File: config.mk
export PLATFORM = sky130hd
export DESIGN_NAME = axi_stream_remove_header
export DESIGN_NICKNAME = d
export VERILOG_FILES = /design/src/rtl/axi_stream_remove_header.sv
export SDC_FILE = /design/constraint.sdc
export NUM_CORES = 1
export LEC_CHECK = 0
export CAP_MARGIN = 20
export CORE_AREA = 10 10 119 121
export CTS_BUF_LIST = sky130_fd_sc_hd__clkbuf_4
export CTS_CLUSTER_SIZE = 14
export DETAILED_ROUTE_END_ITERATION = 8
export DIE_AREA = 0 0 129 131
export PLACE_DENSITY = 0.76
export SETUP_SLACK_MARGIN = 0.3
export SLEW_MARGIN = 10
export SYNTH_ARGS = -nofsm -noshare
export SYNTH_HDL_FRONTEND = slang
export SYNTH_SLANG_ARGS = --single-unit
File: constraint.sdc
create_clock -name clk -period 4.9 [get_ports clk]
set_input_delay 0.98 -clock clk [delete_from_list [all_inputs] [get_ports clk]]
set_output_delay 0.98 -clock clk [all_outputs]
set_load 0.01 [all_outputs]
File: src/rtl/axi_stream_remove_header.sv
// axi_stream_remove_header
// Strips a per-packet count of leading bytes from a byte-oriented stream and
// realigns the remaining bytes into full, left-justified output beats.
// Byte 0 of a beat is the most significant byte; keep bits are left-justified.

module axi_stream_remove_header #(
    parameter int DATA_WD      = 32,
    parameter int DATA_BYTE_WD = DATA_WD / 8,
    parameter int BYTE_CNT_WD  = $clog2(DATA_BYTE_WD)
) (
    input  logic                    clk,
    input  logic                    rst,

    input  logic                    valid_in,
    input  logic [DATA_WD-1:0]      data_in,
    input  logic [DATA_BYTE_WD-1:0] keep_in,
    input  logic                    last_in,
    output logic                    ready_in,

    input  logic                    valid_remove,
    input  logic [BYTE_CNT_WD:0]    byte_remove_cnt,
    output logic                    ready_remove,

    output logic                    valid_out,
    output logic [DATA_WD-1:0]      data_out,
    output logic [DATA_BYTE_WD-1:0] keep_out,
    output logic                    last_out,
    input  logic                    ready_out
);

    // Byte counts 0..DATA_BYTE_WD fit CNT_W bits; residual plus a beat
    // (0..2*DATA_BYTE_WD) needs one more bit.
    localparam int CNT_W = BYTE_CNT_WD + 1;
    localparam int TOT_W = BYTE_CNT_WD + 2;

    localparam logic [CNT_W-1:0] BEAT_BYTES   = CNT_W'(DATA_BYTE_WD);
    localparam logic [TOT_W-1:0] BEAT_BYTES_T = TOT_W'(DATA_BYTE_WD);

    typedef enum logic [1:0] {
        ST_IDLE,
        ST_STREAM,
        ST_FLUSH
    } state_t;

    state_t state;
    state_t state_next;

    // Per-packet context
    logic [CNT_W-1:0]        strip_cnt;   // S, clamped to a full beat
    logic                    first_beat;  // next accepted beat is the packet's first

    // Residual bytes carried between beats, left-justified, unused bytes zero
    logic [DATA_WD-1:0]      res_data;
    logic [CNT_W-1:0]        res_cnt;

    // Datapath for the beat currently offered on the input
    logic [CNT_W-1:0]        keep_len;
    logic [CNT_W-1:0]        contrib_cnt;
    logic [DATA_WD-1:0]      contrib_data;
    logic [TOT_W-1:0]        total_cnt;
    logic [2*DATA_WD-1:0]    merged;
    logic [DATA_WD-1:0]      merged_hi;
    logic [DATA_WD-1:0]      merged_lo;

    logic                    in_fire;
    logic                    rm_fire;
    logic                    out_fire;
    logic [CNT_W-1:0]        strip_clamped;

    // Left-justified keep vector with the first n bytes enabled.
    function automatic logic [DATA_BYTE_WD-1:0] lead_keep(input int n);
        logic [DATA_BYTE_WD-1:0] k;
        k = '0;
        for (int i = 0; i < DATA_BYTE_WD; i++) begin
            if (i < n) k[DATA_BYTE_WD-1-i] = 1'b1;
        end
        return k;
    endfunction

    // Expand byte enables to a bit mask.
    function automatic logic [DATA_WD-1:0] byte_mask(input logic [DATA_BYTE_WD-1:0] k);
        logic [DATA_WD-1:0] m;
        m = '0;
        for (int i = 0; i < DATA_BYTE_WD; i++) begin
            m[8*i +: 8] = {8{k[i]}};
        end
        return m;
    endfunction

    // Count of enabled bytes; a non-contiguous keep is a protocol error and
    // simply contributes its popcount.
    function automatic logic [CNT_W-1:0] popcount(input logic [DATA_BYTE_WD-1:0] k);
        logic [CNT_W-1:0] c;
        c = '0;
        for (int i = 0; i < DATA_BYTE_WD; i++) begin
            c = c + CNT_W'(k[i]);
        end
        return c;
    endfunction

    assign in_fire       = valid_in && ready_in;
    assign rm_fire       = valid_remove && ready_remove;
    assign out_fire      = valid_out && ready_out;
    assign strip_clamped = (byte_remove_cnt > BEAT_BYTES) ? BEAT_BYTES : byte_remove_cnt;

    // Align the incoming beat behind the residual bytes.
    always_comb begin
        // NOTE: every variable gets a value before any branch so no latch is inferred.
        keep_len     = popcount(keep_in);
        contrib_cnt  = keep_len;
        contrib_data = data_in;
        if (first_beat) begin
            contrib_cnt  = (keep_len > strip_cnt) ? keep_len - strip_cnt : '0;
            contrib_data = data_in << (8 * int'(strip_cnt));
        end
        // Bytes past the valid count are forced to zero so they never leak out.
        contrib_data = contrib_data & byte_mask(lead_keep(int'(contrib_cnt)));
        total_cnt    = TOT_W'(res_cnt) + TOT_W'(contrib_cnt);
        merged       = {res_data, {DATA_WD{1'b0}}}
                     | ({contrib_data, {DATA_WD{1'b0}}} >> (8 * int'(res_cnt)));
    end

    assign merged_hi = merged[2*DATA_WD-1 -: DATA_WD];
    assign merged_lo = merged[DATA_WD-1:0];

    // Next-state and handshake decode.
    always_comb begin
        state_next   = state;
        ready_remove = 1'b0;
        ready_in     = 1'b0;
        case (state)
            ST_IDLE: begin
                ready_remove = 1'b1;
                if (valid_remove) state_next = ST_STREAM;
            end
            ST_STREAM: begin
                // Accept only when the output register is free or draining now.
                ready_in = !valid_out || ready_out;
                if (valid_in && ready_in && last_in) begin
                    state_next = (total_cnt > BEAT_BYTES_T) ? ST_FLUSH : ST_IDLE;
                end
            end
            ST_FLUSH: begin
                if (valid_out && ready_out && last_out) state_next = ST_IDLE;
            end
            default: state_next = ST_IDLE;
        endcase
    end

    // State register.
    always_ff @(posedge clk) begin
        // NOTE: sequential state uses non-blocking assignments so every flop
        // samples pre-edge values regardless of block ordering.
        if (rst) state <= ST_IDLE;
        else     state <= state_next;
    end

    // Packet context, residual buffer and registered output beat.
    always_ff @(posedge clk) begin
        if (rst) begin
            // NOTE: the residual buffer is reset too, so a packet aborted by
            // reset cannot leak stale bytes into the next one.
            strip_cnt  <= '0;
            first_beat <= 1'b0;
            res_data   <= '0;
            res_cnt    <= '0;
            valid_out  <= 1'b0;
            data_out   <= '0;
            keep_out   <= '0;
            last_out   <= 1'b0;
        end else begin
            if (rm_fire) begin
                strip_cnt  <= strip_clamped;
                first_beat <= 1'b1;
                res_data   <= '0;
                res_cnt    <= '0;
            end

            if (in_fire) begin
                first_beat <= 1'b0;
                if (last_in) begin
                    if (total_cnt == '0) begin
                        // Whole packet was stripped: nothing to emit.
                        valid_out <= 1'b0;
                        res_data  <= '0;
                        res_cnt   <= '0;
                    end else if (total_cnt <= BEAT_BYTES_T) begin
                        valid_out <= 1'b1;
                        data_out  <= merged_hi;
                        keep_out  <= lead_keep(int'(total_cnt));
                        last_out  <= 1'b1;
                        res_data  <= '0;
                        res_cnt   <= '0;
                    end else begin
                        // Full beat now, the overflow bytes go out from FLUSH.
                        valid_out <= 1'b1;
                        data_out  <= merged_hi;
                        keep_out  <= '1;
                        last_out  <= 1'b0;
                        res_data  <= merged_lo;
                        res_cnt   <= CNT_W'(total_cnt - BEAT_BYTES_T);
                    end
                end else if (total_cnt >= BEAT_BYTES_T) begin
                    valid_out <= 1'b1;
                    data_out  <= merged_hi;
                    keep_out  <= '1;
                    last_out  <= 1'b0;
                    res_data  <= merged_lo;
                    res_cnt   <= CNT_W'(total_cnt - BEAT_BYTES_T);
                end else begin
                    // Not enough bytes for a beat yet; merged_lo is all zero here.
                    valid_out <= 1'b0;
                    res_data  <= merged_hi;
                    res_cnt   <= CNT_W'(total_cnt);
                end
            end else if (state == ST_FLUSH && out_fire && !last_out) begin
                // The full beat drained; present the trailing partial beat.
                valid_out <= 1'b1;
                data_out  <= res_data;
                keep_out  <= lead_keep(int'(res_cnt));
                last_out  <= 1'b1;
                res_data  <= '0;
                res_cnt   <= '0;
            end else if (out_fire) begin
                valid_out <= 1'b0;
            end
        end
    end

endmodule

* Yosys cells after proc, flatten, opt, wreduce, memory -nomap -nowiden
Cells that the tools add are included.
** Storage, ports and cells
- Register bits :: 79
- Output and inout port bits :: 40
- Bits of input ports :: 45
- Logic and storage cells :: 122
** Cells by class
- Order comparisons :: 17
- Multiplexer cells :: 60
- Eq/ne operators :: 7
- Shifts and indexed selects :: 2
- Bitwise gates (word level) :: 2
- Add/subtract/negate cells :: 6
- Reductions and logical operators :: 19
** Operator list (count)
- 2-to-1 mux 32 bit :: 13
- bitwise OR 64 bit :: 1
- >> shifter 64 x 6 -> 64 bit :: 1
- AND 32 bit :: 1
- left shift 32 x 6 -> 32 bit :: 1
- 2-to-1 mux 3 bit :: 10
- 2-to-1 mux 1 bit :: 26
- 2-to-1 mux 4 bit :: 6
- < comparator 1 x 3 -> 1 bit, first input constant :: 4
- < comparator 2 x 3 -> 1 bit, first input constant :: 4
- logical AND 1 bit :: 8
- < comparator 1 x 4 -> 1 bit, first input constant :: 2
- < comparator 2 x 4 -> 1 bit, first input constant :: 2
- 2-to-1 mux 2 bit :: 4
- != test 2 bit, second input constant :: 3
- case mux 2 bit (3 select lines) :: 1
- AND reduction 3 bit :: 2
- nonzero test 3 bit :: 2
- adder 3 x 3 -> 4 bit :: 1
- greater-or-equal comparator 4 x 3 -> 1 bit, second input constant :: 1
- > comparator 4 x 3 -> 1 bit, second input constant :: 1
- less-or-equal comparator 4 x 3 -> 1 bit, second input constant :: 1
- zero test 4 bit :: 1
- adder 2 x 1 -> 3 bit :: 1
- other kinds (15) :: 16

* Depth between registers and ports, before layout
Gate-level depths: netlist (run 1).
- Word-level depth :: 15
- Depth in mapped cells :: 18
- Gate-level depth less buffers :: 16

* Least setup slack after synthesis (run 1)
No wires, ideal clock.
- Path kind :: input to register
- Start point :: in keep_in[0]
- End point :: reg res_data[0]
- Stages :: 16
- Path slack :: -0.061 ns
- Setup time :: 0.127 ns
- Data required time :: 4.773 ns
- Arrival :: 4.834 ns
- Buffers on the path :: 1
- Cell sequence :: fa_1 -> ha_1 -> ha_1 -> ha_1 -> and3b_1 -> o21ai_0 -> o22ai_1 -> fa_1 -> or3_1 -> o21ai_2 -> a21oi_1 -> o221a_2 -> a21oi_1 -> or2_0 -> clkbuf_1 -> o21ai_0
** On the way
- Cells in the longest elaborated chain, start to end :: 15
- Elaborated cells between the ends (all ways) :: 27
- Those cells by class :: 5 x add/sub; 7 x order compare; 1 x shift; 11 x mux; 2 x bitwise; 1 x reduce/logical
** Ends and longest elaborated chain
- start: declaration :: line 16 : input logic [DATA_BYTE_WD-1:0] keep_in,
- adder 1 x 1 -> 2 bit * :: line 96 : c = c + CNT_W'(k[i]);
- adder 2 x 1 -> 3 bit * :: line 96
- adder 3 x 1 -> 3 bit * :: line 96
- subtractor 3 bit / > comparator 3 bit (equally long branches) :: line 113 : contrib_cnt = (keep_len > strip_cnt) ? keep_len - strip_cnt : '0;
- 2-to-1 mux 3 bit :: line 113
- 2-to-1 mux 3 bit * :: line 112 : if (first_beat) begin
- < comparator 2 x 3 -> 1 bit / < comparator 1 x 3 -> 1 bit (equally long branches) :: line 75 : if (i < n) k[DATA_BYTE_WD-1-i] = 1'b1;
- 2-to-1 mux 1 bit :: line 75
- AND 32 bit :: line 117 : contrib_data = contrib_data & byte_mask(lead_keep(int'(contrib_cnt)));
- >> shifter 64 x 6 -> 64 bit :: line 120 : | ({contrib_data, {DATA_WD{1'b0}}} >> (8 * int'(res_cnt)));
- bitwise OR 64 bit :: line 120
- 2-to-1 mux 32 bit :: line 187 : end else if (total_cnt <= BEAT_BYTES_T) begin
- 2-to-1 mux 32 bit :: line 182 : if (total_cnt == '0) begin
- 2-to-1 mux 32 bit * :: line 181 : if (last_in) begin
- 2-to-1 mux 32 bit * :: line 179 : if (in_fire) begin
- end signal: assignment :: line 200 : res_data <= merged_lo;
- end signal: assignment :: line 208 : res_data <= merged_lo;
- end signal: assignment :: line 213 : res_data <= merged_hi;
- end: declaration :: line 53 : logic [DATA_WD-1:0] res_data;
Every way passes the cells marked *; elsewhere a longest branch is shown, timed or not.
A chain may end at the register's enable or synchronous reset.

* Final worst setup path (run 1)
- Start point :: in keep_in[0]
- End point :: reg res_data[5]
Same word-level chain as after synthesis.

==> flow_summary.html, run 1 <==
<table>
<tr><th>Metric</th><th>Value</th></tr>
<tr><th colspan="2">Status</th></tr>
<tr><td>Outcome</td><td>finished clean</td></tr>
<tr><th colspan="2">STA</th></tr>
<tr><td>Fin. Hold Viols</td><td>0</td></tr>
<tr><td>Tmin final</td><td>4480 ps</td></tr>
<tr><td>Setup Viol. Count Final</td><td>0</td></tr>
<tr><td>Clock tree skew after final layout</td><td>21.6 ps</td></tr>
<tr><td>Final Max Tran Viols</td><td>0</td></tr>
<tr><td>Setup repair after global routing missed its margin</td><td>no</td></tr>
<tr><td>Final clock period utilization by the worst path</td><td>91.5%</td></tr>
<tr><td>Peak clock frequency supported by timing</td><td>223 MHz</td></tr>
<tr><td>Aggregate negative setup slack</td><td>0 ps</td></tr>
<tr><td>Transition time of the tightest slew-check pin</td><td>1220 ps</td></tr>
<tr><td>Post-route worst hold slack</td><td>462 ps</td></tr>
<tr><td>Relative slew slack</td><td>18.1%</td></tr>
<tr><th colspan="2">Yosys</th></tr>
<tr><td>Share of synthesized registers carrying an async set or reset</td><td>0%</td></tr>
<tr><td>Adder-cell share of the synthesized area</td><td>2.76%</td></tr>
<tr><td>Synthesized net count</td><td>833</td></tr>
<tr><td>Synthesized instance count</td><td>777</td></tr>
<tr><td>Prevailing post-synth register cell</td><td>sky130_fd_sc_hd__dfxtp_1</td></tr>
<tr><td>Unique masters post-synth</td><td>75</td></tr>
<tr><td>Post-synthesis compound-gate area fraction</td><td>35.3%</td></tr>
<tr><td>Post-synthesis mux area share</td><td>0.969%</td></tr>
<tr><td>Number of synthesized register bits</td><td>79</td></tr>
<tr><td>Cell taking the most area after synthesis</td><td>sky130_fd_sc_hd__dfxtp_1</td></tr>
<tr><td>Largest cells by area after synthesis</td><td>sky130_fd_sc_hd__dfxtp_1 (27%), sky130_fd_sc_hd__a22oi_1 (6.3%), sky130_fd_sc_hd__nand2_1 (5.9%)</td></tr>
<tr><td>Portion of the post-synthesis area used by sequential elements</td><td>27.2%</td></tr>
<tr><td>EDFF count, synth</td><td>0</td></tr>
<tr><td>Yosys synthesis warning count</td><td>0</td></tr>
<tr><td>Area fraction in and, or, nand and nor cells after synthesis</td><td>26.8%</td></tr>
<tr><td>Largest family of logic cells by synthesized area</td><td>compound AO/OA/AOI/OAI gates</td></tr>
<tr><td>Post-synthesis area per instance</td><td>7.48 sq um</td></tr>
<tr><td>Area of the mapped netlist</td><td>5810 sq um</td></tr>
<tr><td>Area share of the leading cell type in the synthesized netlist</td><td>27.2%</td></tr>
<tr><td>Xor and xnor fraction of the mapped netlist area</td><td>0.452%</td></tr>
<tr><th colspan="2">Clock tree</th></tr>
<tr><td>Register clock-pin slew on the reported worst setup and hold paths</td><td>150 ps</td></tr>
<tr><td>H-Tree Level Count</td><td>3</td></tr>
<tr><td>Num CTS Buffers</td><td>9</td></tr>
<tr><td>Clock root buffer</td><td>sky130_fd_sc_hd__clkbuf_4</td></tr>
<tr><td>TritonCTS clock tree</td><td>yes</td></tr>
<tr><td>Skew-Pair Late Insertion Delay</td><td>500 ps</td></tr>
<tr><td>Clock tree sinks</td><td>79</td></tr>
<tr><td>Clock tree buffer depth</td><td>2</td></tr>
<tr><th colspan="2">Pwr</th></tr>
<tr><td>Clk network pwr share</td><td>22.8%</td></tr>
<tr><td>Sw Pwr</td><td>0.730 mW</td></tr>
<tr><td>P per Cell Area</td><td>255 nW/um^2</td></tr>
<tr><td>Sw frac</td><td>38.5%</td></tr>
<tr><td>Maximum vdd ir drop</td><td>0.136 mV</td></tr>
<tr><td>Logic gate share of total power</td><td>40.6%</td></tr>
<tr><td>Sequential group share of total power</td><td>36.6%</td></tr>
<tr><td>Internal power summed over all cells</td><td>1.17 mW</td></tr>
<tr><td>Static Leak</td><td>2.66 nW</td></tr>
<tr><th colspan="2">Finish</th></tr>
<tr><td>Fraction of layout cells with a size suffix above 1</td><td>17.0%</td></tr>
<tr><td>Area of all placed cells without fillers</td><td>7430 sq um</td></tr>
<tr><td>Reg area</td><td>1580 sq um</td></tr>
<tr><td>Non-filler cells in the finished layout</td><td>1031</td></tr>
<tr><td>Area of the multi-input gates</td><td>4020 sq um</td></tr>
<tr><td>Number of fill cells</td><td>1078</td></tr>
<tr><td>Area grow syn2layout</td><td>27.8%</td></tr>
<tr><td>Total number of nets in the final design</td><td>934</td></tr>
<tr><th colspan="2">Worst setup path</th></tr>
<tr><td>Required time reported for the critical path endpoint</td><td>5300 ps</td></tr>
<tr><td>Cell-by-cell listing of the critical path</td><td>clkdlybuf4s15_1 -&gt; fa_1 -&gt; ha_4 -&gt; ha_4 -&gt; ha_4 -&gt; and3b_2 -&gt; o21ai_2 -&gt; o21ai_2 -&gt; ha_2 -&gt; fa_2 -&gt; or3_4 -&gt; o21ai_4 -&gt; a21oi_2 -&gt; o221a_2 -&gt; a21oi_2 -&gt; or2_1 -&gt; buf_6 -&gt; o21ai_1</td></tr>
<tr><td>Max stage delay on crit path</td><td>490 ps</td></tr>
<tr><td>Nature of the critical path startpoint</td><td>input port</td></tr>
<tr><td>R2R Setup Slk</td><td>1090 ps</td></tr>
<tr><td>Critical Path Slowest Stage Cell</td><td>sky130_fd_sc_hd__fa_1</td></tr>
<tr><td>Most frequent cell on the critical path</td><td>sky130_fd_sc_hd__ha_4</td></tr>
<tr><td>Top Family by Delay on Critical Path</td><td>adder cells</td></tr>
<tr><td>Buffers plus inverters on the worst setup path</td><td>2</td></tr>
<tr><td>Worst reg2reg path depth</td><td>15</td></tr>
<tr><td>Critical path data arrival time</td><td>4880 ps</td></tr>
<tr><td>Top fanout value on the critical path</td><td>8</td></tr>
<tr><td>End of the worst register-to-register path</td><td>res_data[5]</td></tr>
<tr><td>Critical setup path kind</td><td>input port to flop</td></tr>
<tr><td>CP endpoint kind</td><td>flop</td></tr>
<tr><td>Launch instance of the worst register-to-register path</td><td>strip_cnt[0]</td></tr>
<tr><th colspan="2">Detailed routing</th></tr>
<tr><td>First-pass iteration count of the detailed router</td><td>5</td></tr>
<tr><td>Routed Antenna Nets</td><td>0</td></tr>
<tr><td>WL per Instance</td><td>22.2 microns</td></tr>
<tr><td>Routed via count divided by cell count</td><td>6.51</td></tr>
<tr><td>DRC errors left</td><td>0</td></tr>
<tr><td>Initial detailed-routing violation count</td><td>951</td></tr>
<tr><td>Via count of the routed design</td><td>6710</td></tr>
<tr><td>Sum of routed wire length over all layers</td><td>22800 microns</td></tr>
<tr><th colspan="2">Hold path</th></tr>
<tr><td>Number of cells on the worst hold path</td><td>2</td></tr>
<tr><td>Worst hold-check path type</td><td>flop to flop</td></tr>
<tr><td>Critical hold path startpoint</td><td>res_data[1]</td></tr>
<tr><td>Hold Crit Endpoint</td><td>res_data[1]</td></tr>
<tr><th colspan="2">Flow run</th></tr>
<tr><td>Reported max-cap violation count</td><td>0</td></tr>
<tr><th colspan="2">Floorplanning</th></tr>
<tr><td>Number of I/O pins</td><td>85</td></tr>
<tr><td>Initial core utilization</td><td>49.2%</td></tr>
<tr><td>Die area</td><td>16900 sq um</td></tr>
<tr><td>Core area</td><td>11800 sq um</td></tr>
<tr><td>Number of standard-cell rows in the floorplan</td><td>40</td></tr>
<tr><td>Chip height</td><td>131 microns</td></tr>
<tr><td>Die X-Extent</td><td>129 microns</td></tr>
<tr><th colspan="2">Place</th></tr>
<tr><td>Weighted congestion reported at the end of routability-driven placement</td><td>1.01</td></tr>
<tr><td>Estimated wirelength of the detail-placed design</td><td>17000 microns</td></tr>
<tr><td>Total placed instance area</td><td>7240 sq um</td></tr>
<tr><td>Port Buffers</td><td>84</td></tr>
<tr><td>Total placed cells including tap cells</td><td>1011</td></tr>
<tr><th colspan="2">Global route</th></tr>
<tr><td>Global-route wire length before repair</td><td>34700 microns</td></tr>
<tr><td>Antenna violations before repair</td><td>1</td></tr>
<tr><td>Largest net degree at the start of global routing</td><td>60</td></tr>
<tr><td>Number of global-route vias before repair</td><td>6262</td></tr>
<tr><td>Total gr overflow</td><td>0</td></tr>
<tr><td>Overall fraction of global-route tracks in use</td><td>26.5%</td></tr>
</table>
==> Yosys cell counts (3+ instances only) <==
cell type / count
sky130_fd_sc_hd__nand2_1: 92
sky130_fd_sc_hd__dfxtp_1: 79
sky130_fd_sc_hd__nor2_1: 79
sky130_fd_sc_hd__o21ai_0: 52
sky130_fd_sc_hd__a22oi_1: 49
sky130_fd_sc_hd__a21oi_1: 40
sky130_fd_sc_hd__nor3_1: 39
sky130_fd_sc_hd__clkbuf_1: 36
sky130_fd_sc_hd__a211oi_1: 23
sky130_fd_sc_hd__a22o_1: 17
sky130_fd_sc_hd__buf_2: 16
sky130_fd_sc_hd__inv_1: 16
sky130_fd_sc_hd__nand4_1: 15
sky130_fd_sc_hd__o22ai_1: 14
sky130_fd_sc_hd__a221o_1: 13
sky130_fd_sc_hd__nand3_1: 13
sky130_fd_sc_hd__and2_1: 12
sky130_fd_sc_hd__a31oi_1: 10
sky130_fd_sc_hd__nand2b_1: 9
sky130_fd_sc_hd__ha_1: 8
sky130_fd_sc_hd__nor2b_1: 8
sky130_fd_sc_hd__o211a_1: 8
sky130_fd_sc_hd__o32ai_1: 8
sky130_fd_sc_hd__o21a_1: 6
sky130_fd_sc_hd__o21ai_1: 6
sky130_fd_sc_hd__buf_1: 5
sky130_fd_sc_hd__buf_4: 5
sky130_fd_sc_hd__mux2_2: 5
sky130_fd_sc_hd__nor3b_1: 5
sky130_fd_sc_hd__o311ai_0: 5
sky130_fd_sc_hd__or2_2: 5
sky130_fd_sc_hd__a21o_1: 4
sky130_fd_sc_hd__and3_1: 4
sky130_fd_sc_hd__buf_6: 4
sky130_fd_sc_hd__nand3b_1: 4
sky130_fd_sc_hd__a221oi_1: 3
sky130_fd_sc_hd__a222oi_1: 3
sky130_fd_sc_hd__fa_1: 3
sky130_fd_sc_hd__o211ai_1: 3
sky130_fd_sc_hd__o221ai_1: 3
sky130_fd_sc_hd__o2bb2ai_1: 3
sky130_fd_sc_hd__o31a_1: 3
==> power by group through the flow <==
stage	combinational (mW)	clock, mW	sequential, mW
detailed placement	0.745	0	0.708
CTS	0.749	0.435	0.693
finish	0.770	0.433	0.694
floorplan	0.420	0	0.708
global route	0.820	0.464	0.698
global placement	0.731	0	0.706
==> layer usage <==
metal	vias up	part of all wire, %	GRT usage (%)
li1	3132	-	-
met1	3118	42	35.1
met2	397	43	39.0
met3	63	11	6.41
met4	0	4.1	13.7
met5	-	0	0
==> placed cells by master, fill, tap and decap left out, types with 13 or more instances in the layout <==
master	count
sky130_fd_sc_hd__buf_4	66
sky130_fd_sc_hd__nor2_1	78
sky130_fd_sc_hd__a22o_1	17
sky130_fd_sc_hd__a21oi_1	35
sky130_fd_sc_hd__a22oi_1	49
sky130_fd_sc_hd__a221o_1	13
sky130_fd_sc_hd__a211oi_1	22
sky130_fd_sc_hd__nor3_1	38
sky130_fd_sc_hd__nand3_1	13
sky130_fd_sc_hd__dfxtp_1	78
sky130_fd_sc_hd__nand4_1	15
sky130_fd_sc_hd__o21ai_1	13
sky130_fd_sc_hd__o22ai_1	13
sky130_fd_sc_hd__inv_1	14
sky130_fd_sc_hd__clkdlybuf4s50_1	80
sky130_fd_sc_hd__nand2_1	92
sky130_fd_sc_hd__o21ai_0	42
==> stage by stage <==
step	setup slack [ps]	util [%]	power [mW]
final	418	62.9	1.90
after global routing	303	62.9	1.98
after CTS	398	62.6	1.88
after detailed placement	-450	61.3	1.45
after global placement	-365	61.3	1.44
after floorplan	267	-	1.13
==> kinds of logic (layout without fill, tap and decap cells) <==
kind of cell	count (synthesis)	count (layout)
mux	5	5
xor+xnor	3	3
other cells	0	1
fa+ha+maj	11	11
buf+inv	82	188
compound gates	289	289
flops	79	79
simple gates	308	308
==> worst max path at each step <==
stage                    start      endpoint  cells after the start
global route        keep_in[0]  res_data[29]                     18
finish              keep_in[0]   res_data[5]                     18
global placement    keep_in[3]   res_data[7]                     18
CTS                 keep_in[0]   res_data[5]                     18
floorplan           keep_in[3]   res_data[5]                     18
detailed placement  keep_in[3]   res_data[6]                     18
==> state kept, by name (all words and copies together) (netlist names), 2 cells and up <==
register / count
data_out: 32
keep_out: 4
res_cnt: 3
res_data: 32
state: 2
strip_cnt: 3
==> worst min-delay path: cells and delay by family (launching register included) <==
kind / cells / cell delay [ps]
compound gates: 1 / 50
flops: 1 / 340
simple gates: 1 / 50
==> layout make-up <==
class | count | share of cell area [%]
Multi-Input combinational cell | 616 | 54.1
Sequential cell | 79 | 21.3
Clock inverter | 6 | 0.943
Tap cell | 147 | 2.48
Timing Repair Buffer | 156 | 19.3
Inverter | 16 | 0.808
Clock buffer | 10 | 1.01
Antenna cell | 1 | 0.0337
==> timing repair <==
item                                    4_1_cts  5_1_grt
pin swaps                                    10       13
resized for setup                             6       12
endpoints found under the setup margin       63       19
buffers inserted                              1        2
hold buffers                                  0        0
Power figures use the tool's default switching activity.
==> inputs of run 2 (changes only) <==
- HOLD_SLACK_MARGIN: default -> 0.1
==> results of run 2 <==
The final DEF is identical to that of run 1; final timing and power are the same.
==> inputs of run 3 (changes only) <==
- CORE_AREA: 10 10 119 121 -> 10 10 164 90
- DIE_AREA: 0 0 129 131 -> 0 0 174 100
==> run 3 against run 2 <==
  * Routed wire length increased by 20%
  * Die area up 3.0%
  * Count of clock-buffer cells in the layout decreased by 1
  * Largest power group unchanged
==> flow_summary.html, run 3 (synthesis gave the netlist of run 1 again) <==
<table>
<tr><th>Metric</th><th>Value</th></tr>
<tr><th colspan="2">Detailed routing</th></tr>
<tr><td>WL per Instance</td><td>25.3 microns</td></tr>
<tr><td>First-pass iteration count of the detailed router</td><td>8</td></tr>
<tr><td>Via count of the routed design</td><td>7336</td></tr>
<tr><td>Routed Antenna Nets</td><td>0</td></tr>
<tr><td>DRC errors left</td><td>0</td></tr>
<tr><td>Initial detailed-routing violation count</td><td>1233</td></tr>
<tr><td>Sum of routed wire length over all layers</td><td>27300 microns</td></tr>
<tr><td>Routed via count divided by cell count</td><td>6.79</td></tr>
<tr><th colspan="2">STA</th></tr>
<tr><td>Fin. Hold Viols</td><td>0</td></tr>
<tr><td>Tmin final</td><td>4470 ps</td></tr>
<tr><td>Transition time of the tightest slew-check pin</td><td>1130 ps</td></tr>
<tr><td>Setup repair after global routing missed its margin</td><td>no</td></tr>
<tr><td>Peak clock frequency supported by timing</td><td>223 MHz</td></tr>
<tr><td>Final Max Tran Viols</td><td>0</td></tr>
<tr><td>Aggregate negative setup slack</td><td>0 ps</td></tr>
<tr><td>Setup Viol. Count Final</td><td>0</td></tr>
<tr><td>Final clock period utilization by the worst path</td><td>91.3%</td></tr>
<tr><td>Relative slew slack</td><td>24.6%</td></tr>
<tr><td>Clock tree skew after final layout</td><td>10.5 ps</td></tr>
<tr><th colspan="2">Place</th></tr>
<tr><td>Weighted congestion reported at the end of routability-driven placement</td><td>1.05</td></tr>
<tr><td>Total placed instance area</td><td>7390 sq um</td></tr>
<tr><td>Total placed cells including tap cells</td><td>1054</td></tr>
<tr><td>Port Buffers</td><td>84</td></tr>
<tr><td>Estimated wirelength of the detail-placed design</td><td>19900 microns</td></tr>
<tr><th colspan="2">Floorplanning</th></tr>
<tr><td>Die area</td><td>17400 sq um</td></tr>
<tr><td>Number of standard-cell rows in the floorplan</td><td>29</td></tr>
<tr><td>Chip height</td><td>100 microns</td></tr>
<tr><td>Die X-Extent</td><td>174 microns</td></tr>
<tr><td>Number of I/O pins</td><td>85</td></tr>
<tr><td>Core area</td><td>12100 sq um</td></tr>
<tr><td>Initial core utilization</td><td>47.9%</td></tr>
<tr><th colspan="2">Clock tree</th></tr>
<tr><td>Hold-fix buffer count after cts</td><td>0</td></tr>
<tr><td>Clock tree sinks</td><td>79</td></tr>
<tr><td>Num CTS Buffers</td><td>9</td></tr>
<tr><td>Register clock-pin slew on the reported worst setup and hold paths</td><td>150 ps</td></tr>
<tr><td>H-Tree Level Count</td><td>3</td></tr>
<tr><td>Clock root buffer</td><td>sky130_fd_sc_hd__clkbuf_4</td></tr>
<tr><td>TritonCTS clock tree</td><td>yes</td></tr>
<tr><td>Skew-Pair Late Insertion Delay</td><td>460 ps</td></tr>
<tr><td>Clock tree buffer depth</td><td>2</td></tr>
<tr><th colspan="2">Global route</th></tr>
<tr><td>Number of global-route vias before repair</td><td>6735</td></tr>
<tr><td>Total gr overflow</td><td>0</td></tr>
<tr><td>Largest net degree at the start of global routing</td><td>49</td></tr>
<tr><td>Antenna violations before repair</td><td>0</td></tr>
<tr><td>Global-route wire length before repair</td><td>40500 microns</td></tr>
<tr><td>Overall fraction of global-route tracks in use</td><td>29.6%</td></tr>
<tr><th colspan="2">Pwr</th></tr>
<tr><td>Maximum vdd ir drop</td><td>0.143 mV</td></tr>
<tr><td>P per Cell Area</td><td>254 nW/um^2</td></tr>
<tr><td>Static Leak</td><td>2.85 nW</td></tr>
<tr><th colspan="2">Finish</th></tr>
<tr><td>Area of all placed cells without fillers</td><td>7850 sq um</td></tr>
<tr><td>Fraction of layout cells with a size suffix above 1</td><td>22.0%</td></tr>
<tr><td>Area grow syn2layout</td><td>35.0%</td></tr>
<tr><td>Leading registers by flop count</td><td>data_out (32), res_data (32), keep_out (4)</td></tr>
<tr><td>Top library cells by usage in the layout, fill and taps aside</td><td>sky130_fd_sc_hd__nand2_1 (91), sky130_fd_sc_hd__buf_4 (88), sky130_fd_sc_hd__clkdlybuf4s50_1 (80), sky130_fd_sc_hd__dfxtp_1 (78), sky130_fd_sc_hd__nor2_1 (74)</td></tr>
<tr><td>Non-filler cells in the finished layout</td><td>1081</td></tr>
<tr><td>Total inserted antenna cells</td><td>0</td></tr>
<tr><td>Total number of nets in the final design</td><td>962</td></tr>
<tr><td>Most common cell after layout, fill and taps aside</td><td>sky130_fd_sc_hd__nand2_1</td></tr>
<tr><th colspan="2">Worst setup path</th></tr>
<tr><td>Critical path data arrival time</td><td>4840 ps</td></tr>
<tr><td>Start point of the critical path</td><td>keep_in[3]</td></tr>
<tr><td>CP endpoint kind</td><td>flop</td></tr>
<tr><td>Nature of the critical path startpoint</td><td>input port</td></tr>
<tr><td>Worst reg2reg path depth</td><td>13</td></tr>
<tr><td>Critical setup path kind</td><td>input port to flop</td></tr>
<tr><td>End of the worst register-to-register path</td><td>res_data[9]</td></tr>
<tr><td>Launch instance of the worst register-to-register path</td><td>strip_cnt[0]</td></tr>
<tr><td>Required time reported for the critical path endpoint</td><td>5260 ps</td></tr>
<tr><td>R2R Setup Slk</td><td>1060 ps</td></tr>
<tr><td>Top fanout value on the critical path</td><td>5</td></tr>
<tr><th colspan="2">Hold path</th></tr>
<tr><td>Hold Crit Endpoint</td><td>keep_out[3]</td></tr>
<tr><td>Critical hold path startpoint</td><td>keep_out[3]</td></tr>
<tr><td>Worst hold-check path type</td><td>flop to flop</td></tr>
<tr><td>Number of cells on the worst hold path</td><td>2</td></tr>
<tr><th colspan="2">Flow run</th></tr>
<tr><td>Reported max-cap violation count</td><td>0</td></tr>
<tr><th colspan="2">Status</th></tr>
<tr><td>Outcome</td><td>finished clean</td></tr>
</table>
==> run 3: how the worst max path moves through the flow <==
stage	endpoint	slack, ps	depth (start not counted)
global placement	res_data[7]	-470	17
finish	data_out[7]	430	19
floorplan	res_data[5]	270	18
CTS	data_out[15]	300	18
detailed placement	res_data[5]	-590	18
global route	data_out[1]	350	19
==> run 3: worst max-delay path: stages <==
cell	delay, ps
sky130_fd_sc_hd__clkbuf_2	110
sky130_fd_sc_hd__fa_2	610
sky130_fd_sc_hd__ha_4	150
sky130_fd_sc_hd__ha_4	210
sky130_fd_sc_hd__ha_4	220
sky130_fd_sc_hd__and3b_2	230
sky130_fd_sc_hd__o21ai_2	130
sky130_fd_sc_hd__o21ai_2	90
sky130_fd_sc_hd__ha_2	220
sky130_fd_sc_hd__fa_2	420
sky130_fd_sc_hd__or3_4	410
sky130_fd_sc_hd__o21ai_4	80
sky130_fd_sc_hd__a21oi_2	90
sky130_fd_sc_hd__buf_4	160
sky130_fd_sc_hd__or2_4	310
sky130_fd_sc_hd__buf_12	170
sky130_fd_sc_hd__nor2_2	70
sky130_fd_sc_hd__nor2_1	40
sky130_fd_sc_hd__o31a_1	140
==> run 3: layer usage <==
metal	part of all wire (%)	up-vias	GRT usage, %
li1	-	3190	-
met5	0	-	0
met4	2.2	0	6.27
met1	44	3422	43.5
met2	36	667	38.1
met3	17	57	12.3
==> run 3: power breakdown <==
group / total, mW / switching [mW] / internal [mW]
Sequential: 0.694 / 0.0241 / 0.670
Combinational: 0.889 / 0.516 / 0.373
Clock: 0.407 / 0.297 / 0.110
==> run 3: final cells by class <==
cell class	instances	area, sq um
Sequential cell	79	1580
Multi-Input combinational cell	616	4170
Clock buffer	9	67.6
Fill cell	1007	4270
Clock inverter	7	56.3
Timing Repair Buffer	184	1700
Inverter	16	60.1
Tap cell	170	213
==> run 3: stage by stage <==
| stage | hold WS [ps] | utilization [%] | setup slack, ps | total power [mW] |
|---|---|---|---|---|
| final | 466 | 64.7 | 425 | 1.99 |
| after global routing | 483 | 64.7 | 347 | 2.05 |
| after CTS | 464 | 63.0 | 299 | 1.91 |
| after detailed placement | 445 | 61.0 | -586 | 1.51 |
| after global placement | 435 | 61.0 | -471 | 1.49 |
| after floorplan | 426 | - | 267 | 1.13 |
==> run 3: what timing repair did <==
item | in CTS | in global routing
gates cloned | 1 | 3
endpoints found under the hold margin | 0 | 0
setup buffers | 3 | 3
pin swaps | 13 | 14
resized for setup | 23 | 33
endpoints found under the setup margin | 69 | 67
